==> config.mk <==
export PLATFORM = sky130hd
export DESIGN_NAME = fb_scale_addr
export DESIGN_NICKNAME = d
export VERILOG_FILES = /design/src/rtl/fb_scale_addr.sv
export SDC_FILE = /design/constraint.sdc
export NUM_CORES = 1
export LEC_CHECK = 0
export BUFFER_PORTS_ARGS = -buffer_cell sky130_fd_sc_hd__buf_2
export CAP_MARGIN = 20
export CORE_MARGIN = 2
export CORE_UTILIZATION = 58
export DETAILED_ROUTE_END_ITERATION = 10
export GPL_TIMING_DRIVEN = 0
export HOLD_SLACK_MARGIN = 0.08
export PLACE_DENSITY_LB_ADDON = 0.05
export SLEW_MARGIN = 10
export SYNTH_ARGS = -nofsm -noshare
export SYNTH_HDL_FRONTEND = slang
export SYNTH_SLANG_ARGS = --single-unit
==> constraint.sdc <==
create_clock -name clk_in -period 6.3 [get_ports clk_in]
set_input_delay 1.26 -clock clk_in [delete_from_list [all_inputs] [get_ports clk_in]]
set_output_delay 1.26 -clock clk_in [all_outputs]
set_load 0.05 [all_outputs]
==> src/rtl/fb_scale_addr.sv <==
// XGA raster to 320x240 frame-buffer address generator (5/16 DDA, no multiplier).
// Define MIRROR_EN for a horizontally mirrored read-out.
module fb_scale_addr #(
  parameter int BRAM_LATENCY = 2
) (
  input  logic        clk_in,
  input  logic        rst_in,
  input  logic [10:0] hcount_in,
  input  logic [9:0]  vcount_in,
  output logic [16:0] addr_out,
  output logic        active_out,
  output logic [10:0] hcount_out,
  output logic [9:0]  vcount_out,
  output logic        seq_err_out
);

  localparam int DLY = 2 + BRAM_LATENCY;

  logic [8:0]  r_x_int;
  logic [3:0]  r_x_frac;
  logic [7:0]  r_y_int;
  logic [3:0]  r_y_frac;
  logic [16:0] r_line_base;
  logic [10:0] r_prev_h;
  logic        r_armed;

  logic        r_s1_act;
  logic [8:0]  r_s1_x;
  logic [16:0] r_s1_base;

  logic [10:0] r_hd [DLY];
  logic [9:0]  r_vd [DLY];

  logic        w_active;
  logic        w_h_zero;
  logic        w_v_zero;
  logic        w_seq_bad;
  logic        w_x_step;
  logic        w_y_clr;
  logic        w_y_upd;
  logic [12:0] w_h5;
  logic [4:0]  w_x_sum;
  logic [4:0]  w_y_sum;
  logic [8:0]  w_x_int;
  logic [3:0]  w_x_frac;
  logic [7:0]  w_y_int;
  logic [3:0]  w_y_frac;
  logic [16:0] w_line_base;
  logic [8:0]  w_x_sel;
  logic [16:0] w_addr;

  assign w_active = (hcount_in < 11'd1024) &&
                    (vcount_in < 10'd768);
  assign w_h_zero = (hcount_in == 11'd0);
  assign w_v_zero = (vcount_in == 10'd0);

  // The very first cycle after reset has no valid predecessor.
  assign w_seq_bad = r_armed && w_active && !w_h_zero &&
                     (hcount_in != r_prev_h + 11'd1);
  assign w_x_step = w_active && !w_h_zero && !w_seq_bad;

  assign w_y_clr = w_h_zero && w_v_zero;
  assign w_y_upd = w_h_zero && !w_v_zero &&
                   (vcount_in < 10'd768);

  assign w_h5    = {hcount_in, 2'b00} + {2'b00, hcount_in};
  assign w_x_sum = {1'b0, r_x_frac} + 5'd5;
  assign w_y_sum = {1'b0, r_y_frac} + 5'd5;

  always_comb begin
    w_x_int  = r_x_int;
    w_x_frac = r_x_frac;
    unique case (1'b1)
      w_h_zero: begin
        w_x_int  = 9'd0;
        w_x_frac = 4'd0;
      end
      w_seq_bad: begin
        w_x_int  = w_h5[12:4];
        w_x_frac = w_h5[3:0];
      end
      w_x_step: begin
        w_x_int  = r_x_int + {8'd0, w_x_sum[4]};
        w_x_frac = w_x_sum[3:0];
      end
      default: ;
    endcase
  end

  always_comb begin
    w_y_int     = r_y_int;
    w_y_frac    = r_y_frac;
    w_line_base = r_line_base;
    unique case (1'b1)
      w_y_clr: begin
        w_y_int     = 8'd0;
        w_y_frac    = 4'd0;
        w_line_base = 17'd0;
      end
      w_y_upd: begin
        w_y_int     = r_y_int + {7'd0, w_y_sum[4]};
        w_y_frac    = w_y_sum[3:0];
        w_line_base = r_line_base +
                      (w_y_sum[4] ? 17'd320 : 17'd0);
      end
      default: ;
    endcase
  end

  always_ff @(posedge clk_in or posedge rst_in) begin
    if (rst_in) begin
      r_x_int     <= '0;
      r_x_frac    <= '0;
      r_y_int     <= '0;
      r_y_frac    <= '0;
      r_line_base <= '0;
      r_prev_h    <= '0;
      r_armed     <= 1'b0;
      seq_err_out <= 1'b0;
    end else begin
      r_x_int     <= w_x_int;
      r_x_frac    <= w_x_frac;
      r_y_int     <= w_y_int;
      r_y_frac    <= w_y_frac;
      r_line_base <= w_line_base;
      r_prev_h    <= hcount_in;
      r_armed     <= 1'b1;
      seq_err_out <= seq_err_out | w_seq_bad;
    end
  end

  always_ff @(posedge clk_in or posedge rst_in) begin
    if (rst_in) begin
      r_s1_act  <= 1'b0;
      r_s1_x    <= '0;
      r_s1_base <= '0;
    end else begin
      r_s1_act  <= w_active;
      r_s1_x    <= w_x_int;
      r_s1_base <= w_line_base;
    end
  end

`ifdef MIRROR_EN
  assign w_x_sel = 9'd319 - r_s1_x;
`else
  assign w_x_sel = r_s1_x;
`endif

  assign w_addr = r_s1_base + {8'd0, w_x_sel};

  always_ff @(posedge clk_in or posedge rst_in) begin
    if (rst_in) begin
      addr_out   <= '0;
      active_out <= 1'b0;
    end else begin
      addr_out   <= r_s1_act ? w_addr : 17'd0;
      active_out <= r_s1_act;
    end
  end

  // Coordinates ride alongside so they meet the BRAM read data.
  always_ff @(posedge clk_in or posedge rst_in) begin
    if (rst_in) begin
      for (int i = 0; i < DLY; i++) begin
        r_hd[i] <= '0;
        r_vd[i] <= '0;
      end
    end else begin
      r_hd[0] <= hcount_in;
      r_vd[0] <= vcount_in;
      for (int i = 1; i < DLY; i++) begin
        r_hd[i] <= r_hd[i-1];
        r_vd[i] <= r_vd[i-1];
      end
    end
  end

  assign hcount_out = r_hd[DLY-1];
  assign vcount_out = r_vd[DLY-1];

endmodule

# --- Yosys cells after proc, flatten, opt, wreduce, memory -nomap -nowiden ---
# Cells that the tools add are included.
# W data, S select, Z words.
totals:
  inputBits: 23
  ff_bits: 139
  out_inout_bits: 40
  word_cells: 50
op_classes:
  n_lt_le_gt_ge: 2
  reduce_logical: 16
  eq_ne: 1
  n_addsub: 7
  mux: 6
  n_bitwise: 1
ops:
  columns: ["cell", "n"]
  rows:
  - ["$add A17 B9 Y17", 2]
  - ["$pmux W17 S2", 1]
  - ["$pmux W9 S3", 1]
  - ["$mux W17", 1]
  - ["$add A13 B11 Y13", 1]
  - ["$pmux W4 S3", 1]
  - ["$add A11 B1 Y11 const B", 1]
  - ["$logic_not A11 Y1", 1]
  - ["$lt A11 B11 Y1 const B", 1]
  - ["$ne A11 B11 Y1", 1]
  - ["$add A4 B3 Y5 const B", 2]
  - ["$logic_not A10 Y1", 1]
  - ["$lt A10 B10 Y1 const B", 1]
  - ["$add A9 B1 Y9", 1]
  - ["$logic_and A1 B1 Y1", 9]
  - ["$mux W9", 1]
  - ["$pmux W4 S2", 1]
  - ["$logic_not A1 Y1", 3]
  - ["$reduce_bool A3 Y1", 1]
  - ["$reduce_bool A2 Y1", 1]
  - ["$or A1 B1 Y1", 1]

# --- Logic depth before layout (Yosys ltp) ---
logic_depth:
  word_depth: 8
  depth_mapped: 11
  mapped_depth_nobuf: 11

# --- Least setup slack after synthesis ---
# No wires, ideal clock.
synth_timing:
  path_type: "input-to-reg"
  startpoint: "in hcount_in[5]"
  endpoint: "reg r_s1_x[7]"
  path_slack_ns: 3.254
  arrival_time_ns: 2.922
  required_time_ns: 6.176
  cell_stages: 8
  path_cell_list: "ha_1 or4_1 o21a_1 a31o_2 a21oi_1 xor2_1 nor3_1 a211o_1"
synth_between:
  elab_chain_len: 8
  word_cells_on_any_way: 14
  cone_classes: "1 x add/sub; 1 x order compare; 1 x eq/ne; 1 x mux; 10 x reduce/logical"
synth_rtl:
  columns: ["item", "line", "text"]
  rows:
  - ["start: declaration", "8", "input logic [10:0] hcount_in,"]
  - ["$lt A11 B11 Y1", "52", "assign w_active = (hcount_in < 11'd1024) &&"]
  - ["$logic_and A1 B1 Y1", "52", null]
  - ["$logic_and A1 B1 Y1 (3 in a row)", "58", "assign w_seq_bad = r_armed && w_active && !w_h_zero &&"]
  - ["$logic_not A1 Y1", "60", "assign w_x_step = w_active && !w_h_zero && !w_seq_bad;"]
  - ["$logic_and A1 B1 Y1", "60", null]
  - ["$pmux W9 S3 or $reduce_bool A3 Y1 (tied branches)", null, null]
  - ["end signal: assignment", "139", "r_s1_x <= w_x_int;"]
  - ["end: declaration", "28", "logic [8:0] r_s1_x;"]
# Parallel ways exist; a longest one is shown, timed or not.
# A chain may end at the register's enable or synchronous reset.

# --- Worst setup path in the final report ---
layout_timing:
  startpoint: "in hcount_in[0]"
  endpoint: "reg r_s1_base[11]"
layout_between:
  elab_chain_len: 4
  word_cells_on_any_way: 6
  cone_classes: "1 x mux; 5 x reduce/logical"
layout_rtl:
  columns: ["item", "line", "text"]
  rows:
  - ["$logic_not A11 Y1 (*)", "54", "assign w_h_zero = (hcount_in == 11'd0);"]
  - ["$logic_and A1 B1 Y1 (2 in a row)", "63", "assign w_y_upd = w_h_zero && !w_v_zero &&"]
  - ["$pmux W17 S2 or $reduce_bool A2 Y1 (tied branches)", null, null]
  - ["end signal: assignment", "140", "r_s1_base <= w_line_base;"]
  - ["end: declaration", "29", "logic [16:0] r_s1_base;"]
# Every way passes the cells marked *; elsewhere a longest branch is shown, timed or not.

==> summary.txt <==
WP data required -> 6.74 ns
Util after Layout -> 71.2%
DR vias -> 3652
LEAKAGE -> 0.00311 uW
post-CTS setup buffers -> 0
Port-buffer cells -> 62
Root Buffer -> clkbuf_8
Synth async-reset ratio -> 100%
Netlist cell types -> 53
Clock Sinks -> 133
DP Worst Slack -> 2.75 ns
Gate Count Post-Synth -> 460
GRT Overall Usage -> 22.1%
Synth top area share -> 60.5%
hold path cells -> 0
register area share after synthesis -> 60.5%
Final Hold Vio Count -> 0
setup ws final -> 3.26 ns
slew margin rel. -> 49.7%
VDD IR max -> 0.000172 V
clock slew at reported path FFs -> 0.07 ns
Synth Cell Area -> 0.00550 mm2
critical path arrival -> 3.48 ns
M1 GR Usage -> 30.2%
antenna fix cells -> 0
Iter 0 DRT Violations -> 115
Worst path top cell family by delay -> simple AND/OR/NAND/NOR gates
Clock Skew -> 0.0114 ns
Reg2Reg Depth -> 9
Critical Path Source Type -> primary input
core region area -> 0.00924 mm2
worst-path maximum fanout -> 7
Total Power -> 2140 uW
die area -> 0.0103 mm2
post-DR wirelength/cell -> 15.1 um
worst r2r src -> r_hd[33]
met3 usage -> 4.97%
die width -> 101 um
Via density -> 5.34
max-slew violations -> 0
maximum clock rate -> 329 MHz
final worst-path cycle share -> 48.3%
Routed WL -> 10.3 mm
initial antenna violation count -> 0
post-synth top area cell -> dfrtp_1
Inst Count DP -> 652
CTS Buffer Depth -> 2
fin cells -> 684
Reg-to-Reg End -> r_s1_x[6]
Post-synth top flop -> dfrtp_1
endpoint of the worst hold path -> r_hd[15]
EDFF count, synth -> 0
DIE HEIGHT -> 101 um
Cell Chain, Critical Path -> buf_2, nor4_1, nand3_1, a21oi_2, o21ai_0, or3_1, a21oi_1
RSZ-0062 raised after global routing -> false
TritonCTS Buffers -> 17
net count after synthesis -> 505
GP Congestion -> 0.827
Hold-fix buffers, CTS -> 0
Final TNS setup -> 0 ns
Levels on crit path -> 7
Least-Margin Pin Slew -> 0.747 ns
most used routing layer -> met2
H-tree depth -> 4
Critical path buffers and inverters -> 1
HP Class -> reg -> reg
max incr delay on CP -> 0.43 ns
Final HPWL DP -> 7.03 mm
Worst path slowest cell -> nor4_1
Cell Pwr Density -> 325 mW/mm2
Routed Antenna Nets -> 0
total congestion overflow -> 0
grt met2 use -> 34.8%
largest net degree at the start of global routing -> 71
global-route wire length before repair -> 17.2 mm
layout cell share with drive strength beyond 1 -> 23.1%
FP Rows -> 35
Synth warnings -> 0
area grow syn2layout -> 19.6%
Min-Delay Startpoint -> r_hd[26]
clock insertion delay at the later pin of the skew report -> 0.52 ns
crit end category -> register
Synth Register Bits -> 133
Pre-antenna DRT Iters -> 4
Boundary Pins -> 63
Avg Inst Size Synth -> 12.0 um2
Synth area leaders -> dfrtp_1, ha_1, xnor2_1, buf_4, nand2_1
DRC -> 0
MaxCap Viol Count -> 0
vias in the first global route -> 3517
CTS tree -> built
Initial Util -> 59.6%
nets -> 587
status -> completed
setup slack, reg-to-reg -> 3.56 ns
post-layout min period -> 3.04 ns
critical path class -> in -> reg
number of gates resized after CTS -> 0
Final Setup Violations -> 0
[power breakdown]
group	switching, uW	total [uW]	internal [uW]
logic	162	252	90.1
clock network	408	949	541
registers	32.6	940	908
[Yosys cell counts (2+ instances only)]
| master | number |
|---|---|
| dfrtp_1 | 133 |
| nand2_1 | 35 |
| xnor2_1 | 23 |
| buf_4 | 21 |
| ha_1 | 21 |
| nor2_1 | 21 |
| a21oi_1 | 18 |
| nand3_1 | 18 |
| and2_1 | 16 |
| o21ai_0 | 16 |
| inv_1 | 13 |
| xor2_1 | 13 |
| or3_1 | 10 |
| a31oi_1 | 8 |
| mux2i_1 | 7 |
| nor4_1 | 7 |
| nor3_1 | 6 |
| and3_1 | 5 |
| clkbuf_1 | 5 |
| nor2b_1 | 5 |
| o21a_1 | 5 |
| o22ai_1 | 5 |
| nand4_1 | 4 |
| o211ai_1 | 4 |
| a21boi_0 | 3 |
| nor3b_1 | 3 |
| o311ai_0 | 3 |
| a21o_1 | 2 |
| a31o_2 | 2 |
| buf_2 | 2 |
| conb_1 | 2 |
| nand2b_1 | 2 |
| or2_2 | 2 |
[registers in the layout, summed over array words and instances (netlist names)]
signal	cells
r_x_frac	4
r_vd	30
r_y_frac	4
vcount_out	10
r_s1_act	1
r_s1_x	9
addr_out	17
r_hd	33
hcount_out	11
active_out	1
seq_err_out	1
r_armed	1
r_s1_base	11
[cell families after synthesis]
logic type,after synthesis,share of synthesized area (%)
AND/OR/NAND/NOR,141,13.4
flip-flops,133,60.5
AO/OA/AOI/OAI,77,9.35
buffers and inverters,42,4.48
XOR/XNOR,36,5.73
adder cells (fa/ha/maj),22,5.14
multiplexers,7,1.27
other,2,0.136
[routing by layer]
metal,vias up,wire length (um)
met5,-,0
met4,0,182
met1,1793,4750
li1,1751,-
met3,15,378
met2,93,5000
[through the flow]
step / cell area, um2 / hold slack (ns)
3_3_place_gp: 5970 / 0.332
6_report: 6580 / 0.346
5_1_grt: 6580 / 0.351
2_1_floorplan: 5500 / 0.331
4_1_cts: 6580 / 0.348
3_5_place_dp: 6010 / 0.335
[worst reg2reg max path, cell delays in order, from the launching register on]
cell and delay (ns):
dfrtp_1 0.43, ha_1 0.24, and2_1 0.20, a41o_1 0.28, a21oi_1 0.12, nor3_1 0.10, o41ai_4 0.67, buf_6 0.26
mux2i_1 0.22, o22ai_1 0.10
[how the worst max path moves through the flow]
stage                       from             to  slack (ns)
finish              hcount_in[0]  r_s1_base[11]        3.26
detailed placement  hcount_in[0]  r_s1_base[11]        2.75
CTS                 hcount_in[0]  r_s1_base[11]        3.28
global placement          rst_in      r_s1_x[1]        0.30
global route        hcount_in[0]  r_s1_base[13]        3.05
floorplan                 rst_in     active_out        1.49
[final cells by class]
cell class | count | area (um2)
Fill cell | 691 | 2660
Buffer | 29 | 198
Multi-Input combinational cell | 285 | 1930
Timing Repair Buffer | 63 | 338
Clock buffer | 17 | 414
Tap cell | 129 | 161
Clock inverter | 15 | 159
Inverter | 13 | 53.8
Sequential cell | 133 | 3330
[layout by cell type (no fill, tap or decap), types with 4 or more instances in the layout]
cell type / netlist / routed
inv_8: 0 / 4
and2_1: 16 / 16
clkbuf_16: 0 / 16
o21a_1: 5 / 5
nand4_1: 4 / 4
xor2_1: 13 / 13
nor2_1: 21 / 21
and3_1: 5 / 5
inv_1: 13 / 12
o211ai_1: 4 / 4
a31oi_1: 8 / 8
nor4_1: 7 / 7
o21ai_0: 16 / 16
nand3_1: 18 / 18
o22ai_1: 5 / 5
nor3_1: 6 / 6
buf_4: 21 / 21
inv_6: 0 / 7
buf_2: 2 / 64
ha_1: 21 / 21
dfrtp_1: 133 / 133
mux2i_1: 7 / 7
or3_1: 10 / 10
xnor2_1: 23 / 23
nand2_1: 35 / 35
nor2b_1: 5 / 5
a21oi_1: 18 / 18
clkbuf_1: 5 / 5
(Power assumes the default switching activity.)
